==> config.mk <==
export PLATFORM = sky130hd
export DESIGN_NAME = multicycle_ctrl_flat
export DESIGN_NICKNAME = d
export VERILOG_FILES = /design/src/rtl/multicycle_ctrl_if.sv /design/src/rtl/multicycle_ctrl.sv /design/src/flat_wrapper.sv
export SDC_FILE = /design/constraint.sdc
export NUM_CORES = 1
export LEC_CHECK = 0
export BUFFER_PORTS_ARGS = -buffer_cell sky130_fd_sc_hd__buf_2
export CAP_MARGIN = 0
export CELL_PAD_IN_SITES_DETAIL_PLACEMENT = 1
export CELL_PAD_IN_SITES_GLOBAL_PLACEMENT = 1
export CORE_UTILIZATION = 39
export DETAILED_ROUTE_END_ITERATION = 6
export PLACE_DENSITY = 0.86
export SKIP_LAST_GASP = 1
export SLEW_MARGIN = 20
export SYNTH_ARGS = -nofsm -noshare
export SYNTH_HDL_FRONTEND = slang
export SYNTH_SLANG_ARGS = --single-unit
==> constraint.sdc <==
create_clock -name clk -period 2.9 [get_ports clk]
set_clock_uncertainty 0.05 [all_clocks]
set_input_delay 0.145 -clock clk [delete_from_list [all_inputs] [get_ports clk]]
set_output_delay 0.145 -clock clk [all_outputs]
set_load 0.02 [all_outputs]
==> src/rtl/multicycle_ctrl_if.sv <==
// rtl/multicycle_ctrl_if.sv - datapath handshake/strobe bundle for the multicycle control FSM
//
// Purpose: groups every controller <-> datapath/memory signal so the
// controller and the datapath connect through one port.
//
// Signals (direction seen from the controller, modport master):
//   opcode     in   5  instr[6:2] from IR, valid from DECODE onward
//   br_taken   in   1  branch comparator result, sampled in EXEC
//   imem_ready in   1  instruction memory completion
//   dmem_ready in   1  data memory completion
//   imem_req   out  1  instruction fetch request
//   ir_we      out  1  IR load strobe
//   pc_we      out  1  PC update strobe
//   pc_sel     out  2  0=PC+4, 1=PC+imm, 2=ALU result with bit0 cleared
//   rf_we      out  1  register file write enable
//   wb_sel     out  2  0=ALU, 1=load data, 2=PC+4
//   dmem_req   out  1  data memory request
//   dmem_we    out  1  data memory write (store)
//   state      out  3  current FSM state (debug)
//   halted     out  1  sticky halt
//   illegal    out  1  sticky illegal-opcode flag
//   bus_err    out  1  sticky memory-timeout flag
//   instret    out 32  retired instruction count
interface multicycle_ctrl_if;
  logic [4:0]  opcode;
  logic        br_taken;
  logic        imem_ready;
  logic        dmem_ready;
  logic        imem_req;
  logic        ir_we;
  logic        pc_we;
  logic [1:0]  pc_sel;
  logic        rf_we;
  logic [1:0]  wb_sel;
  logic        dmem_req;
  logic        dmem_we;
  logic [2:0]  state;
  logic        halted;
  logic        illegal;
  logic        bus_err;
  logic [31:0] instret;

  modport master (
    input  opcode, br_taken, imem_ready, dmem_ready,
    output imem_req, ir_we, pc_we, pc_sel, rf_we, wb_sel, dmem_req, dmem_we,
    output state, halted, illegal, bus_err, instret
  );

  modport slave (
    output opcode, br_taken, imem_ready, dmem_ready,
    input  imem_req, ir_we, pc_we, pc_sel, rf_we, wb_sel, dmem_req, dmem_we,
    input  state, halted, illegal, bus_err, instret
  );
endinterface

==> src/rtl/multicycle_ctrl.sv <==
// rtl/multicycle_ctrl.sv - multicycle RV32I control FSM (fetch/decode/exec/mem/wb)
//
// Purpose: sequences the RV32I datapath over several cycles, drives the PC,
// IR, register-file and data-memory strobes plus PC/writeback mux selects,
// detects illegal opcodes and memory timeouts (sticky halt) and counts
// retired instructions.
//
// Ports:
//   clk  in   clock
//   rst  in   synchronous active-high reset
//   bus  multicycle_ctrl_if.master (see rtl/multicycle_ctrl_if.sv)
//
// Parameters:
//   MEM_TIMEOUT  cycles a memory request may wait for ready before bus error
//   CNT_W        width of the wait counter (MEM_TIMEOUT must fit in it)
module multicycle_ctrl #(
  parameter int MEM_TIMEOUT = 15,
  parameter int CNT_W       = 4
) (
  input  logic              clk,
  input  logic              rst,
  multicycle_ctrl_if.master bus
);

  typedef enum logic [2:0] {
    S_FETCH  = 3'd0,
    S_DECODE = 3'd1,
    S_EXEC   = 3'd2,
    S_MEM    = 3'd3,
    S_WB     = 3'd4,
    S_HALT   = 3'd7
  } state_t;

  localparam logic [4:0] OP_LOAD   = 5'b00000;
  localparam logic [4:0] OP_IMM    = 5'b00100;
  localparam logic [4:0] OP_AUIPC  = 5'b00101;
  localparam logic [4:0] OP_STORE  = 5'b01000;
  localparam logic [4:0] OP_REG    = 5'b01100;
  localparam logic [4:0] OP_LUI    = 5'b01101;
  localparam logic [4:0] OP_BRANCH = 5'b11000;
  localparam logic [4:0] OP_JALR   = 5'b11001;
  localparam logic [4:0] OP_JAL    = 5'b11011;

  localparam logic [CNT_W-1:0] TIMEOUT_C = CNT_W'(MEM_TIMEOUT);
  localparam logic [CNT_W-1:0] CNT_ONE   = CNT_W'(1);

  state_t           state_q;
  logic [4:0]       op_q;
  logic [CNT_W-1:0] cnt_q;
  logic [31:0]      instret_q;
  logic             illegal_q;
  logic             bus_err_q;

  logic       imem_req_d;
  logic       ir_we_d;
  logic       pc_we_d;
  logic [1:0] pc_sel_d;
  logic       rf_we_d;
  logic [1:0] wb_sel_d;
  logic       dmem_req_d;
  logic       dmem_we_d;

  function automatic logic is_legal(input logic [4:0] op);
    case (op)
      OP_LOAD, OP_IMM, OP_AUIPC, OP_STORE, OP_REG,
      OP_LUI, OP_BRANCH, OP_JALR, OP_JAL: is_legal = 1'b1;
      default:                            is_legal = 1'b0;
    endcase
  endfunction

  // Strobes are decoded combinationally from the current state, the latched
  // opcode and the ready inputs; reset masks them all so an in-flight
  // request is dropped in the same cycle rst is seen.
  always_comb begin
    imem_req_d = 1'b0;
    ir_we_d    = 1'b0;
    pc_we_d    = 1'b0;
    pc_sel_d   = 2'd0;
    rf_we_d    = 1'b0;
    wb_sel_d   = 2'd0;
    dmem_req_d = 1'b0;
    dmem_we_d  = 1'b0;
    if (!rst) begin
      case (state_q)
        S_FETCH: begin
          imem_req_d = 1'b1;
          ir_we_d    = bus.imem_ready;
        end
        S_EXEC: begin
          if (op_q == OP_BRANCH) begin
            pc_we_d  = 1'b1;
            pc_sel_d = bus.br_taken ? 2'd1 : 2'd0;
          end
        end
        S_MEM: begin
          dmem_req_d = 1'b1;
          dmem_we_d  = (op_q == OP_STORE);
          // A store retires directly from MEM; loads still need WB.
          if (bus.dmem_ready && op_q == OP_STORE) begin
            pc_we_d = 1'b1;
          end
        end
        S_WB: begin
          rf_we_d = 1'b1;
          pc_we_d = 1'b1;
          case (op_q)
            OP_LOAD: wb_sel_d = 2'd1;
            OP_JAL:  begin wb_sel_d = 2'd2; pc_sel_d = 2'd1; end
            OP_JALR: begin wb_sel_d = 2'd2; pc_sel_d = 2'd2; end
            default: ;
          endcase
        end
        default: ;
      endcase
    end
  end

  // Single registered FSM: state, latched opcode, wait counter, sticky flags
  // and the retire counter. The final pc_we of an instruction is its retire
  // point, so instret simply follows pc_we.
  always_ff @(posedge clk) begin
    if (rst) begin
      state_q   <= S_FETCH;
      op_q      <= 5'd0;
      cnt_q     <= '0;
      instret_q <= 32'd0;
      illegal_q <= 1'b0;
      bus_err_q <= 1'b0;
    end else begin
      if (pc_we_d) begin
        instret_q <= instret_q + 32'd1;
      end
      case (state_q)
        S_FETCH: begin
          // Ready in the same cycle as the timeout still completes the fetch.
          if (bus.imem_ready) begin
            state_q <= S_DECODE;
          end else if (cnt_q == TIMEOUT_C) begin
            state_q   <= S_HALT;
            bus_err_q <= 1'b1;
          end else begin
            cnt_q <= cnt_q + CNT_ONE;
          end
        end
        S_DECODE: begin
          op_q <= bus.opcode;
          if (is_legal(bus.opcode)) begin
            state_q <= S_EXEC;
          end else begin
            state_q   <= S_HALT;
            illegal_q <= 1'b1;
          end
        end
        S_EXEC: begin
          if (op_q == OP_BRANCH) begin
            state_q <= S_FETCH;
            cnt_q   <= '0;
          end else if (op_q == OP_LOAD || op_q == OP_STORE) begin
            state_q <= S_MEM;
            cnt_q   <= '0;
          end else begin
            state_q <= S_WB;
          end
        end
        S_MEM: begin
          if (bus.dmem_ready) begin
            if (op_q == OP_STORE) begin
              state_q <= S_FETCH;
              cnt_q   <= '0;
            end else begin
              state_q <= S_WB;
            end
          end else if (cnt_q == TIMEOUT_C) begin
            state_q   <= S_HALT;
            bus_err_q <= 1'b1;
          end else begin
            cnt_q <= cnt_q + CNT_ONE;
          end
        end
        S_WB: begin
          state_q <= S_FETCH;
          cnt_q   <= '0;
        end
        S_HALT: begin
          state_q <= S_HALT;
        end
        // Unused encodings are treated as a fatal condition.
        default: begin
          state_q <= S_HALT;
        end
      endcase
    end
  end

  assign bus.imem_req = imem_req_d;
  assign bus.ir_we    = ir_we_d;
  assign bus.pc_we    = pc_we_d;
  assign bus.pc_sel   = pc_sel_d;
  assign bus.rf_we    = rf_we_d;
  assign bus.wb_sel   = wb_sel_d;
  assign bus.dmem_req = dmem_req_d;
  assign bus.dmem_we  = dmem_we_d;
  assign bus.state    = state_q;
  assign bus.halted   = (state_q == S_HALT);
  assign bus.illegal  = illegal_q;
  assign bus.bus_err  = bus_err_q;
  assign bus.instret  = instret_q;

endmodule

==> src/flat_wrapper.sv <==
// flat-port wrapper written by rule: the top's interface ports become plain ports
module multicycle_ctrl_flat 
#(
  parameter int MEM_TIMEOUT = 15,
  parameter int CNT_W       = 4
)
  (clk, rst, bus_opcode, bus_br_taken, bus_imem_ready, bus_dmem_ready, bus_imem_req, bus_ir_we, bus_pc_we, bus_pc_sel, bus_rf_we, bus_wb_sel, bus_dmem_req, bus_dmem_we, bus_state, bus_halted, bus_illegal, bus_bus_err, bus_instret);
  multicycle_ctrl_if bus_i ();
  input  logic clk;
  input  logic rst;
  input wire logic [$bits(bus_i.opcode)-1:0] bus_opcode;
  input wire logic [$bits(bus_i.br_taken)-1:0] bus_br_taken;
  input wire logic [$bits(bus_i.imem_ready)-1:0] bus_imem_ready;
  input wire logic [$bits(bus_i.dmem_ready)-1:0] bus_dmem_ready;
  output wire logic [$bits(bus_i.imem_req)-1:0] bus_imem_req;
  output wire logic [$bits(bus_i.ir_we)-1:0] bus_ir_we;
  output wire logic [$bits(bus_i.pc_we)-1:0] bus_pc_we;
  output wire logic [$bits(bus_i.pc_sel)-1:0] bus_pc_sel;
  output wire logic [$bits(bus_i.rf_we)-1:0] bus_rf_we;
  output wire logic [$bits(bus_i.wb_sel)-1:0] bus_wb_sel;
  output wire logic [$bits(bus_i.dmem_req)-1:0] bus_dmem_req;
  output wire logic [$bits(bus_i.dmem_we)-1:0] bus_dmem_we;
  output wire logic [$bits(bus_i.state)-1:0] bus_state;
  output wire logic [$bits(bus_i.halted)-1:0] bus_halted;
  output wire logic [$bits(bus_i.illegal)-1:0] bus_illegal;
  output wire logic [$bits(bus_i.bus_err)-1:0] bus_bus_err;
  output wire logic [$bits(bus_i.instret)-1:0] bus_instret;
  assign bus_i.opcode = bus_opcode;
  assign bus_i.br_taken = bus_br_taken;
  assign bus_i.imem_ready = bus_imem_ready;
  assign bus_i.dmem_ready = bus_dmem_ready;
  assign bus_imem_req = bus_i.imem_req;
  assign bus_ir_we = bus_i.ir_we;
  assign bus_pc_we = bus_i.pc_we;
  assign bus_pc_sel = bus_i.pc_sel;
  assign bus_rf_we = bus_i.rf_we;
  assign bus_wb_sel = bus_i.wb_sel;
  assign bus_dmem_req = bus_i.dmem_req;
  assign bus_dmem_we = bus_i.dmem_we;
  assign bus_state = bus_i.state;
  assign bus_halted = bus_i.halted;
  assign bus_illegal = bus_i.illegal;
  assign bus_bus_err = bus_i.bus_err;
  assign bus_instret = bus_i.instret;
  multicycle_ctrl #(.MEM_TIMEOUT(MEM_TIMEOUT), .CNT_W(CNT_W)) u_core (.clk(clk), .rst(rst), .bus(bus_i));
endmodule
==> qor.txt, run 1 <==
GLOBAL ROUTE
---------------------------------------------------------------------------
Total GRT Usage                                                      0.2063
Overflow left after global routing                                        0
Antenna violations before repair                                          0
Maximum number of pins on one net before global-route repair             53
First-pass GRT wire length                                         10220 um
Number of global-route vias before repair                              2156

LOGIC SYNTHESIS
---------------------------------------------------------------------------
Area of the mapped netlist                                     0.002365 sq mm
Net count after synthesis                                               299
Sequential element share of the synthesized area                     0.3894
Synthesized netlist cell count                                          287
Mean instance size in the synthesized netlist                   8.240 sq um
Number of synthesis warnings                                              0
Number of library cell types mapped by synthesis                         44
Post-synth ARST share                                                     0
Commonest register cell after synthesis                        sky130_fd_sc_hd__dfxtp_1
EDFF count, synth                                                         0
Synthesized flop and latch total                                         46

POWER
---------------------------------------------------------------------------
Gate power share                                                      0.326
Maximum ir drop on the vdd rail                                 0.0003399 V
Share of total power consumed by net switching                       0.3655
Total power per unit cell area                                 647.6 mW/mm^2
Sequential cell fraction of total power                               0.424
Switching power                                                   0.6684 mW
Internal power                                                     1.160 mW
Leakage power of the design                                        1.114 nW
Clk pwr share                                                         0.250

FLOORPLANNING
---------------------------------------------------------------------------
Initial Util                                                         0.4167
Row cnt                                                                  27
Die Span X                                                         79.87 um
Die span in y                                                      79.87 um
Area of the core                                               0.005675 sq mm
Top-level I/O count                                                      58
Die outline area                                               0.006379 sq mm

CLOCK NETWORK
---------------------------------------------------------------------------
Number of setup buffers added after CTS                                   0
Clk Tree Root Cell                                             sky130_fd_sc_hd__clkbuf_8
Deepest level of the CTS H-tree                                           2
Clock latency on the worst-skew pair                                0.30 ns
Deepest clock path buffer count                                           2
Clock sink count                                                         46
CTS tree                                                                yes
Number of buffers created by CTS                                          5
Clock transition at the registers of the reported paths             0.08 ns
Hold-fix buffers at CTS                                                   0
Cts repair resizes                                                        0

FINAL LAYOUT
---------------------------------------------------------------------------
Leading cell type in the layout, fill and taps excluded        sky130_fd_sc_hd__buf_2
Footprint of the flip-flops and latches                         920.9 sq um
Area of combinational cells with multiple inputs               0.001369 sq mm
Post-Route Utilization                                               0.4976
Area of all placed cells without fillers                       0.002824 sq mm
Post-Layout Cell Count                                                  415
Layout cells sized above 1                                           0.2303
Net count reported at finish                                            354
Number of inserted filler cells in the final layout                     719
P&R area growth vs syn                                               19.42%
Number of antenna repair diodes                                           0
Highest-count cells in the layout ignoring fill and taps       57 x sky130_fd_sc_hd__buf_2, 50 x sky130_fd_sc_hd__nor2_1, 46 x sky130_fd_sc_hd__dfxtp_1

ROUTING
---------------------------------------------------------------------------
Total routed wirelength                                             6197 um
Mean number of vias per cell                                          5.393
Routed Antenna Nets                                                       0
Remaining design rule violation count                                     0
DR top layer                                                           met4
Met1 Wirelength                                                     2844 um
Starting DRT DRC Count                                                   87
Met2 wire length                                                    3002 um
Total via count in the routed design                                   2238
Met3 routed wirelength                                               244 um
Number of iterations in the first detailed-routing pass                   4
Per-cell routed wire length                                        14.93 um

OUTCOME
---------------------------------------------------------------------------
Result of the run                                              complete, no violations

PLACED DESIGN
---------------------------------------------------------------------------
Port buffer count                                                        57
Placement-stage cell area                                      0.002714 sq mm
Number of cells after detailed placement                                407
Post-detail-place hpwl                                              4529 um
Placer Congestion                                                    0.8239

CRITICAL PATH
---------------------------------------------------------------------------
Required time at the endpoint of the critical path                  3.02 ns
Type of destination of the critical path                               flop
Sort of element at the start of the critical path                      flop
Maximum fanout encountered on the critical timing path                   15
Kind of critical path                                            reg -> reg
Arrival @ worst endpoint                                            2.57 ns

HOLD PATH
---------------------------------------------------------------------------
Worst hold path class                                             in -> reg

TIMING
---------------------------------------------------------------------------
Final hold violations                                                     0
Actual transition at the worst max-transition pin                 0.7627 ns
Final max-slew violation count                                            0
Setup-failing EPs final                                                   0
Relative slew slack                                                  0.4897
Post-layout min period                                             2.445 ns
Fmax achieved                                                     409.1 MHz
Ratio of final minimum period to clock period                        0.8430
Setup repair after global routing missed its margin                   false
Fin Setup TNS                                                          0 ns

FLOW RUN
---------------------------------------------------------------------------
Reported max-cap violation count                                          0

registers in the layout, indices dropped and copies added (netlist names):
name                count
u_core.bus.state        3
u_core.bus.illegal      1
u_core.cnt_q            4
u_core.op_q             5
u_core.bus.instret     32
u_core.bus.bus_err      1
through the flow:
| step | power (mW) | worst slack [ns] | hold WS [ns] |
|---|---|---|---|
| floorplan | 1.219 | 0.4044 | 0.2423 |
| global placement | 1.362 | 0.5621 | 0.3550 |
| detailed placement | 1.385 | 0.4605 | 0.3695 |
| CTS | 1.842 | 0.4445 | 0.05392 |
| global route | 1.941 | 0.2660 | 0.08229 |
| finish | 1.829 | 0.4554 | 0.05706 |
critical path: stages (launching register included):
cell and delay, ns:
sky130_fd_sc_hd__dfxtp_1 0.60, sky130_fd_sc_hd__nor3b_1 0.41, sky130_fd_sc_hd__and3_1 0.30, sky130_fd_sc_hd__o21ai_2 0.19, sky130_fd_sc_hd__or4_1 0.58, sky130_fd_sc_hd__xor2_1 0.15
sky130_fd_sc_hd__nor2_1 0.05
logic make-up (layout without fill, tap and decap cells):
group           after synthesis  in the layout  synth area share
simple gates                152            152            0.3365
flops                        46             46            0.3894
compound gates               34             34            0.1032
xor+xnor                     29             29            0.1074
buf+inv                      19             75           0.03175
mux                           5              5           0.02116
fa+ha+maj                     2              2           0.01058
Yosys cell counts (all sizes together), types with 3 or more instances:
master	n	area [sq um]
nand4	8	56.30
o21ai	9	52.55
dfxtp	46	920.9
mux2i	5	50.05
a211oi	4	30.03
or3	3	23.77
nor3	19	95.09
and3	6	37.54
nor2b	3	18.77
nor4	5	31.28
nor2	50	187.7
nand2b	8	50.05
xnor2	27	236.5
nand3	10	50.05
a21oi	11	58.81
and4	3	26.28
nor3b	8	60.06
nand2	18	67.56
inv	7	26.28
clkbuf	11	41.29
power by group through the flow:
stage	combinational (mW)	clock [mW]	sequential (mW)
final	0.597	0.457	0.775
after detailed placement	0.595	0	0.790
after global routing	0.663	0.489	0.788
after CTS	0.599	0.469	0.775
after global placement	0.582	0	0.780
after floorplan	0.436	0	0.784
cell type report:
cell class	instances	area share
Sequential cell	46	0.3261
Tap cell	72	0.03190
Timing Repair Buffer	60	0.1090
Clock buffer	8	0.03899
Multi-Input combinational cell	222	0.4847
Inverter	7	0.009304
final timing paths:
kind              depth (start not counted)  slack [ns]                 from                     end
hold / removal                            3        0.06        bus_opcode[3]          u_core.op_q[3]
setup / recovery                          6        0.46  u_core.bus.state[1]  u_core.bus.instret[11]
hold reg to reg                           2        0.42   u_core.bus.illegal      u_core.bus.illegal
setup reg to reg                          6        0.46  u_core.bus.state[1]  u_core.bus.instret[11]
metal layers:
layer,track usage,vias to the layer above
met5,0,-
met4,0.08214,0
met3,0.03886,7
met2,0.3453,50
met1,0.2594,1076
li1,-,1105
No activity file was read; power rests on OpenSTA's default activity.
==> inputs of run 2 (changes only) <==
- clock period: 2.9 -> 2.5 ns (I/O delays scaled with it)
==> qor.txt, run 2 (synthesis gave the netlist of run 1 again) <==
TIMING
---------------------------------------------------------------------------
Post-layout min period                                             2.292 ns
Setup-failing EPs final                                                   0
Ratio of final minimum period to clock period                        0.9168
Fmax achieved                                                     436.3 MHz
Relative slew slack                                                  0.4948
Fin Setup TNS                                                          0 ns
Final max-slew violation count                                            0
Actual transition at the worst max-transition pin                 0.7550 ns
Setup repair after global routing missed its margin                   false
Post-route worst setup slack                                      0.2081 ns
Final hold violations                                                     0

CRITICAL PATH
---------------------------------------------------------------------------
Cell Chain, Critical Path                                      or3_4 -> o41ai_4 -> nor2_1 -> nor4b_1 -> xnor2_1 -> nor2_1
Worst path bufs/invs                                                      0
Sort of element at the start of the critical path                      flop
Max incr delay on CP                                                0.44 ns
Type of destination of the critical path                               flop
Worst path slowest cell                                        sky130_fd_sc_hd__o41ai_4
CP most frequent cell                                          sky130_fd_sc_hd__nor2_1
Required time at the endpoint of the critical path                  2.63 ns
Arrival @ worst endpoint                                            2.42 ns
Kind of critical path                                            reg -> reg
Top delay family on crit path                                  simple AND/OR/NAND/NOR gates
Maximum fanout encountered on the critical timing path                   11

CLOCK NETWORK
---------------------------------------------------------------------------
Clk Tree Root Cell                                             sky130_fd_sc_hd__clkbuf_8
Cts repair resizes                                                        0
Deepest clock path buffer count                                           2
Number of buffers created by CTS                                          5
Deepest level of the CTS H-tree                                           2
Number of setup buffers added after CTS                                   0
Clock latency on the worst-skew pair                                0.30 ns
CTS tree                                                                yes
Clock sink count                                                         46
Hold-fix buffers at CTS                                                   0
Clock transition at the registers of the reported paths             0.09 ns

ROUTING
---------------------------------------------------------------------------
Remaining design rule violation count                                     0
Met1 Wirelength                                                     3023 um
Per-cell routed wire length                                        15.37 um
Met2 wire length                                                    3069 um
DR top layer                                                           met4
Total via count in the routed design                                   2248
Number of iterations in the first detailed-routing pass                   4
Total routed wirelength                                             6426 um
Mean number of vias per cell                                          5.378
Routed Antenna Nets                                                       0
Met3 routed wirelength                                               241 um
Starting DRT DRC Count                                                   65

FLOORPLANNING
---------------------------------------------------------------------------
Die Span X                                                         79.87 um
Area of the core                                               0.005675 sq mm
Initial Util                                                         0.4167
Row cnt                                                                  27
Die outline area                                               0.006379 sq mm
Die span in y                                                      79.87 um
Top-level I/O count                                                      58

HOLD PATH
---------------------------------------------------------------------------
Worst hold path class                                             in -> reg

PLACED DESIGN
---------------------------------------------------------------------------
Placer Congestion                                                    0.8266
Setup slack after placement                                       0.2140 ns
Post-detail-place hpwl                                              4691 um
Port buffer count                                                        57

FINAL LAYOUT
---------------------------------------------------------------------------
Number of inserted filler cells in the final layout                     740
Leading cell type in the layout, fill and taps excluded        sky130_fd_sc_hd__buf_2
Highest-count cells in the layout ignoring fill and taps       57 x sky130_fd_sc_hd__buf_2, 50 x sky130_fd_sc_hd__nor2_1, 46 x sky130_fd_sc_hd__dfxtp_1
Number of antenna repair diodes                                           0
Layout cells sized above 1                                           0.2341
Number of flip-flops under the largest register name                     32
Area of combinational cells with multiple inputs               0.001369 sq mm
Footprint of the flip-flops and latches                         920.9 sq um
Net count reported at finish                                            357
P&R area growth vs syn                                               19.58%

POWER
---------------------------------------------------------------------------
Gate power share                                                      0.345
Switching power                                                   0.7899 mW
Leakage power of the design                                        1.118 nW
Clk pwr share                                                         0.230
Sequential cell fraction of total power                               0.425
Total power per unit cell area                                 739.1 mW/mm^2
Internal power                                                     1.300 mW
Share of total power consumed by net switching                       0.3780
Maximum ir drop on the vdd rail                                 0.0003701 V

OUTCOME
---------------------------------------------------------------------------
Result of the run                                              complete, no violations

GLOBAL ROUTE
---------------------------------------------------------------------------
Number of global-route vias before repair                              2175
First-pass GRT wire length                                         10480 um
Antenna violations before repair                                          0
Overflow left after global routing                                        0
Maximum number of pins on one net before global-route repair             44
Total GRT Usage                                                      0.2117

FLOW RUN
---------------------------------------------------------------------------
Reported max-cap violation count                                          0

-- run 2: power groups by stage --
| stage | clock (mW) | sequential, mW | combinational (mW) |
|---|---|---|---|
| 4_1_cts | 0.486 | 0.888 | 0.722 |
| 2_1_floorplan | 0 | 0.909 | 0.505 |
| 3_5_place_dp | 0 | 0.905 | 0.718 |
| 3_3_place_gp | 0 | 0.897 | 0.695 |
| 5_1_grt | 0.521 | 0.901 | 0.789 |
| 6_report | 0.480 | 0.888 | 0.721 |
-- run 2: cell type report --
type | count | area share
Clock buffer | 7 | 0.03053
Clock inverter | 1 | 0.001770
Inverter | 7 | 0.009292
Multi-Input combinational cell | 222 | 0.4841
Sequential cell | 46 | 0.3257
Tap cell | 72 | 0.03186
Timing Repair Buffer | 63 | 0.1168
-- run 2: stage by stage --
stage,total power [mW],utilization,instances,cell area (sq um),hold slack [ns]
2_1_floorplan,1.415,-,287,2365,0.2223
3_3_place_gp,1.592,0.4821,410,2736,0.3372
3_5_place_dp,1.623,0.4821,410,2736,0.3463
4_1_cts,2.096,0.4982,418,2828,0.04866
5_1_grt,2.211,0.4982,418,2828,0.05549
6_report,2.090,0.4982,418,2828,0.04332
-- run 2: metal layers --
metal / up-vias / track usage
met4: 0 / 0.06607
met5: - / 0
met1: 1076 / 0.2726
li1: 1109 / -
met3: 8 / 0.03771
met2: 55 / 0.3573
-- run 2: final timing paths --
| path | startpoint | to | slack [ns] | cells after the start |
|---|---|---|---|---|
| min reg2reg | u_core.bus.illegal | u_core.bus.illegal | 0.43 | 2 |
| max reg2reg | u_core.op_q[1] | u_core.bus.instret[17] | 0.21 | 6 |
| min | bus_opcode[3] | u_core.op_q[3] | 0.04 | 3 |
| max | u_core.op_q[1] | u_core.bus.instret[17] | 0.21 | 6 |
-- run 2: worst reg2reg max path: stages, from the launching register on --
cell	delay (ns)
sky130_fd_sc_hd__dfxtp_1	0.35
sky130_fd_sc_hd__or3_4	0.43
sky130_fd_sc_hd__o41ai_4	0.44
sky130_fd_sc_hd__nor2_1	0.27
sky130_fd_sc_hd__nor4b_1	0.41
sky130_fd_sc_hd__xnor2_1	0.16
sky130_fd_sc_hd__nor2_1	0.05
